## src/rtl/lsu_byte_seq.sv

```systemverilog
// lsu_byte_seq
// Load/store sequencer between the MEM stage and a byte-wide data memory.
// Stores are split into one byte write per cycle, and the pipeline is stalled
// until the last byte is written. Loads are served combinationally from the
// four byte lanes of the addressed word, with sign or zero extension.
// Misaligned accesses and illegal funct3 codes are reported on err.
//
// Ports
//   clk, rst                 clock, synchronous active-high reset
//   req_valid/we/funct3      MEM-stage request: valid, store flag, access type
//   req_addr, req_wdata      byte address, store data (LSB byte first)
//   stall, done, err         pipeline hold, completion pulse, error flag
//   ld_data                  extended load result (zero unless a load completes)
//   dmem_w_en/w_data/addr    byte write port and address to dmem
//   dmem_byte0..3            lanes of the aligned word containing dmem_addr
//
// state | meaning
// IDLE  | accept a request; loads, errors and SB complete here in one cycle
// WRITE | emit the remaining bytes of an SH/SW from latched copies
module lsu_byte_seq #(
    parameter int ADDR_WIDTH = 11,
    parameter int XLEN       = 32
) (
    input  logic                  clk,
    input  logic                  rst,
    input  logic                  req_valid,
    input  logic                  req_we,
    input  logic [2:0]            req_funct3,
    input  logic [ADDR_WIDTH-1:0] req_addr,
    input  logic [XLEN-1:0]       req_wdata,
    output logic                  stall,
    output logic                  done,
    output logic                  err,
    output logic [XLEN-1:0]       ld_data,
    output logic                  dmem_w_en,
    output logic [7:0]            dmem_w_data,
    output logic [ADDR_WIDTH-1:0] dmem_addr,
    input  logic [7:0]            dmem_byte0,
    input  logic [7:0]            dmem_byte1,
    input  logic [7:0]            dmem_byte2,
    input  logic [7:0]            dmem_byte3
);

    typedef enum logic {
        IDLE  = 1'b0,
        WRITE = 1'b1
    } state_t;

    state_t                state;
    logic [1:0]            cnt;
    logic [ADDR_WIDTH-1:0] base;
    logic [23:0]           wbuf;
    logic [1:0]            last;

    // Request decode (only meaningful in IDLE)
    logic       sz_byte, sz_half, sz_word;
    logic       illegal, misaligned, bad;
    logic       start_multi;

    assign sz_byte = (req_funct3[1:0] == 2'b00);
    assign sz_half = (req_funct3[1:0] == 2'b01);
    assign sz_word = (req_funct3 == 3'b010);

    // 011, 110, 111 are never legal; unsigned variants make no sense for stores.
    assign illegal = (req_funct3 == 3'b011) || (req_funct3 == 3'b110) ||
                     (req_funct3 == 3'b111) || (req_we && req_funct3[2]);

    assign misaligned = (sz_half && req_addr[0]) ||
                        (sz_word && (req_addr[1:0] != 2'b00));

    assign bad = illegal || misaligned;

    assign start_multi = req_valid && req_we && !bad && !sz_byte;

    always_ff @(posedge clk) begin
        if (rst) begin
            state <= IDLE;
            cnt   <= 2'd0;
            base  <= '0;
            wbuf  <= 24'd0;
            last  <= 2'd0;
        end else begin
            case (state)
                IDLE: begin
                    if (start_multi) begin
                        state <= WRITE;
                        base  <= req_addr;
                        wbuf  <= req_wdata[31:8];
                        last  <= sz_half ? 2'd1 : 2'd3;
                        cnt   <= 2'd1;
                    end
                end
                WRITE: begin
                    if (cnt == last) begin
                        state <= IDLE;
                        cnt   <= 2'd0;
                    end else begin
                        cnt <= cnt + 2'd1;
                    end
                end
                default: state <= IDLE;
            endcase
        end
    end

    // Load lane select and extension
    logic [7:0]  lane [4];
    logic [7:0]  ld_b;
    logic [15:0] ld_h;
    logic [31:0] ld_ext;

    always_comb begin
        lane[0] = dmem_byte0;
        lane[1] = dmem_byte1;
        lane[2] = dmem_byte2;
        lane[3] = dmem_byte3;
    end

    always_comb begin
        ld_b = lane[req_addr[1:0]];
        ld_h = {lane[{req_addr[1], 1'b1}], lane[{req_addr[1], 1'b0}]};
        case (req_funct3)
            3'b000:  ld_ext = {{24{ld_b[7]}}, ld_b};
            3'b001:  ld_ext = {{16{ld_h[15]}}, ld_h};
            3'b010:  ld_ext = {dmem_byte3, dmem_byte2, dmem_byte1, dmem_byte0};
            3'b100:  ld_ext = {24'd0, ld_b};
            3'b101:  ld_ext = {16'd0, ld_h};
            default: ld_ext = 32'd0;
        endcase
    end

    // Byte of the latched store data that goes out on this WRITE cycle
    logic [7:0] wbyte;

    always_comb begin
        case (cnt)
            2'd1:    wbyte = wbuf[7:0];
            2'd2:    wbyte = wbuf[15:8];
            2'd3:    wbyte = wbuf[23:16];
            default: wbyte = 8'd0;
        endcase
    end

    // Outputs: combinational so loads and errors complete in zero cycles.
    // Everything is forced to zero while rst is high, which also suppresses
    // the pending byte write of an interrupted store.
    always_comb begin
        stall       = 1'b0;
        done        = 1'b0;
        err         = 1'b0;
        ld_data     = '0;
        dmem_w_en   = 1'b0;
        dmem_w_data = 8'd0;
        dmem_addr   = req_addr;
        if (rst) begin
            dmem_addr = '0;
        end else if (state == WRITE) begin
            dmem_w_en   = 1'b1;
            dmem_addr   = base + ADDR_WIDTH'(cnt);
            dmem_w_data = wbyte;
            if (cnt == last) begin
                done = 1'b1;
            end else begin
                stall = 1'b1;
            end
        end else if (req_valid) begin
            if (bad) begin
                err  = 1'b1;
                done = 1'b1;
            end else if (req_we) begin
                dmem_w_en   = 1'b1;
                dmem_w_data = req_wdata[7:0];
                if (sz_byte) begin
                    done = 1'b1;
                end else begin
                    stall = 1'b1;
                end
            end else begin
                done    = 1'b1;
                ld_data = XLEN'(ld_ext);
            end
        end
    end

endmodule

```

## config.mk

```make
export PLATFORM = sky130hd
export DESIGN_NAME = lsu_byte_seq
export DESIGN_NICKNAME = d
export VERILOG_FILES = /design/src/rtl/lsu_byte_seq.sv
export SDC_FILE = /design/constraint.sdc
export NUM_CORES = 1
export LEC_CHECK = 0
export ABC_AREA = 1
export BUFFER_PORTS_ARGS = -buffer_cell sky130_fd_sc_hd__clkbuf_2
export CORE_MARGIN = 3
export CORE_UTILIZATION = 51
export DETAILED_ROUTE_END_ITERATION = 7
export GPL_TIMING_DRIVEN = 0
export PLACE_DENSITY = 0.87
export SLEW_MARGIN = 10
export SYNTH_ARGS = -nofsm -noshare
export SYNTH_HDL_FRONTEND = slang
export SYNTH_SLANG_ARGS = --single-unit
```

## constraint.sdc

```tcl
create_clock -name clk -period 4.6 [get_ports clk]
set_input_delay 0.46 -clock clk [delete_from_list [all_inputs] [get_ports clk]]
set_output_delay 0.46 -clock clk [all_outputs]
set_load 0.1 [all_outputs]
```

==> results.toml <==
[global_routing]
grt_max_degree = 15
overflow = 0
grt_pass1_wl_mm = 14.7
antenna_found_initial = 0
grt_pass1_vias = 3410
gr-usage-all-layers = 0.279

[cts]
post_cts_buffers = 0
cts-buffers-inserted = 5
postCtsResizedCells = 0
cts_tree = "yes"
cts_hold_buf = 0
clk_path_buf_depth = 2
cts_max_level = 2
cts.sinks = 40
path_clk_slew_ns = 0.09
cts_root_buffer = "clkbuf_8"
insertion_delay_ns = 0.30

[drt]
drt_iter0_markers = 272
dr.pass1.iters = 5
viasPerCell = 5.42
drc = 0
post_drt_wl_per_cell_um = 13.4
routed_wirelength_mm = 9.53
vias = 3867
antenna_left = 0

[floorplan]
ios = 137
start_util = 0.531
std_cell_rows = 27
fp.dieH_um = 82.0
die_w_um = 82.0
die-area_um2 = 6720
coreArea_um2 = 5540

[yosys]
synth_warnings = 0
synth_top_area_share = 0.272
yosysTopAreaCell = "dfxtp_1"
ys.flop_type = "dfxtp_1"
syn-mean-instance-area_um2 = 5.92
netlist_area_um2 = 2940
ys_seq_area_frac = 0.272
synth-edff-count = 0
synth_cells = 497
synth-seq-cells = 40
yosys.cell_types.count = 36
async_reset_ff_frac = 0
synth_fp_nets = 586
yosys-top-cells-area = "dfxtp_1 (27%), nand2_1 (19%), a21oi_1 (13%)"

[timing]
final_hold_viol_count = 0
drv_slew = 0
finalCritPeriodShare = 0.712
finalSetupViolCount = 0
max_freq_mhz = 305
setup_tns_ns = 0
maxSlewHeadroom = 0.635
rsz0062_at_grt = "no"
min_period_ns = 3.27
fin_worst_skew_ns = 0.00856
tightestPinTransition_ns = 0.545

[worst_setup_path]
r2r_start = "state$_SDFF_PP0_"
cp-end-kind = "primary output"
reg2reg_slack_ns = 2.88
reg2reg_depth = 9
path_max_fanout = 6
cp-start-kind = "register"
r2r_end = "wbuf[6]$_SDFFE_PP0P_"
arrival_ns = 2.81
path_class = "reg2out"
crit_required_ns = 4.14

[power_and_ir_drop]
internal-power_mw = 0.592
p_sw_mw = 0.324
p_leak_nw = 1.81
total_power_mw = 0.917
pwr_density_cell_nw_per_um2 = 239
switching_share = 0.354
power_frac_seq = 0.396
clkPwrFrac = 0.319
ir_worst_vdd_v = 0.000173
combPwrFrac = 0.285

[worst_hold_path]
hold_path_end = "wbuf[0]$_SDFFE_PP0P_"
hp-start = "req_wdata[8]"
min_path_type = "in2reg"
whs_path_depth = 3

[job]
max_cap_violations = 0

[final_layout]
syn2layout_area_growth_pct = 30.1
drive_above_1_share = 0.257
fin_nets = 729
diodes = 0

[placement]
portBuffers = 136
gp_congestion = 0.924
dp_hpwl_mm = 7.64

[outcome]
status = "finished, final reports clean"
==> cells in the final DEF, fill, tap and decap left out, types with 6 or more instances in the layout <==
cell | synthesis | routed
dfxtp_1 | 40 | 40
o22ai_1 | 8 | 8
ha_1 | 6 | 6
nand2_1 | 146 | 146
o21ai_0 | 25 | 25
inv_1 | 41 | 41
a21oi_1 | 77 | 77
nand3_1 | 20 | 20
clkbuf_2 | 0 | 136
clkbuf_1 | 17 | 17
a22oi_1 | 8 | 8
nor2_1 | 62 | 62
==> final cells by class <==
| class | count | area (um^2) |
|---|---|---|
| clock inverter | 3 | 47.5 |
| fill | 489 | 1710 |
| timing repair buffer | 136 | 681 |
| buffer | 28 | 138 |
| tap | 72 | 90.1 |
| clock buffer | 5 | 68.8 |
| sequential | 40 | 801 |
| inverter | 47 | 179 |
| multi-input combinational | 382 | 1830 |
==> worst max path at each step <==
| stage | to | startpoint | slack [ns] |
|---|---|---|---|
| 3_5_place_dp | dmem_addr[8] | cnt[0]$_SDFFE_PP0P_ | 1.71 |
| 3_3_place_gp | dmem_addr[10] | cnt[0]$_SDFFE_PP0P_ | 1.78 |
| 4_1_cts | dmem_addr[8] | cnt[0]$_SDFFE_PP0P_ | 1.35 |
| 6_report | dmem_addr[8] | cnt[0]$_SDFFE_PP0P_ | 1.33 |
| 2_1_floorplan | done | req_funct3[0] | 1.08 |
| 5_1_grt | dmem_addr[10] | cnt[0]$_SDFFE_PP0P_ | 1.13 |
==> registers in the layout, summed over array words and instances, names as in the netlist <==
| name | cells |
|---|---|
| base | 11 |
| cnt | 2 |
| last | 2 |
| state | 1 |
| wbuf | 24 |
==> per-stage QoR <==
step / util / setup slack (ns) / cell area (um^2) / hold slack, ns / cells
after detailed placement: 0.671 / 1.71 / 3710 / 0.455 / 705
after global routing: 0.692 / 1.13 / 3830 / 0.376 / 713
after floorplan: - / 1.08 / 2940 / 0.422 / 497
after global placement: 0.671 / 1.78 / 3710 / 0.437 / 705
after CTS: 0.692 / 1.35 / 3830 / 0.377 / 713
final: 0.692 / 1.33 / 3830 / 0.375 / 713
==> routing by layer <==
layer,global-route usage,routed length (um),vias up
li1,-,-,1904
met5,0,0,-
met4,0.0930,282,0
met1,0.313,3590,1740
met3,0.0592,873,28
met2,0.517,4780,195
==> logic make-up (layout without fill, tap and decap cells) <==
group / after synthesis / after routing / share of synthesized area
xor gates and xnor gates: 6 / 6 / 0.0179
buffers and inverters: 75 / 219 / 0.108
adders and majority gates: 7 / 7 / 0.0323
AOI/OAI and AO/OA: 130 / 130 / 0.241
DFF: 40 / 40 / 0.272
and+or+nand+nor: 239 / 239 / 0.329
==> power by group through the flow <==
stage          registers [mW]  clock network [mW]  logic (mW)
3_5_place_dp            0.371                   0       0.259
6_report                0.363               0.292       0.261
4_1_cts                 0.363               0.292       0.259
2_1_floorplan           0.369                   0       0.184
5_1_grt                 0.364               0.307       0.282
3_3_place_gp            0.370                   0       0.255
==> synthesized netlist by cell type, types with 3 or more instances <==
cell type	number
a21oi_1	77
a22oi_1	8
xnor2_1	3
buf_2	5
xor2_1	3
nand2_1	146
inv_1	41
nor3_1	3
dfxtp_1	40
o21ai_0	25
clkbuf_1	17
ha_1	6
o22ai_1	8
nand3_1	20
buf_4	5
nor2_1	62
a211oi_1	5
==> critical path, stage by stage (launching register included) <==
cell,delay (ns)
dfxtp_1,0.46
ha_1,0.23
inv_1,0.06
fa_1,0.44
nor2_1,0.19
nand3_1,0.17
nor2_1,0.20
xor2_1,0.17
o21ai_0,0.09
inv_1,0.07
clkbuf_2,0.44
No activity file was read; power rests on OpenSTA's default activity.
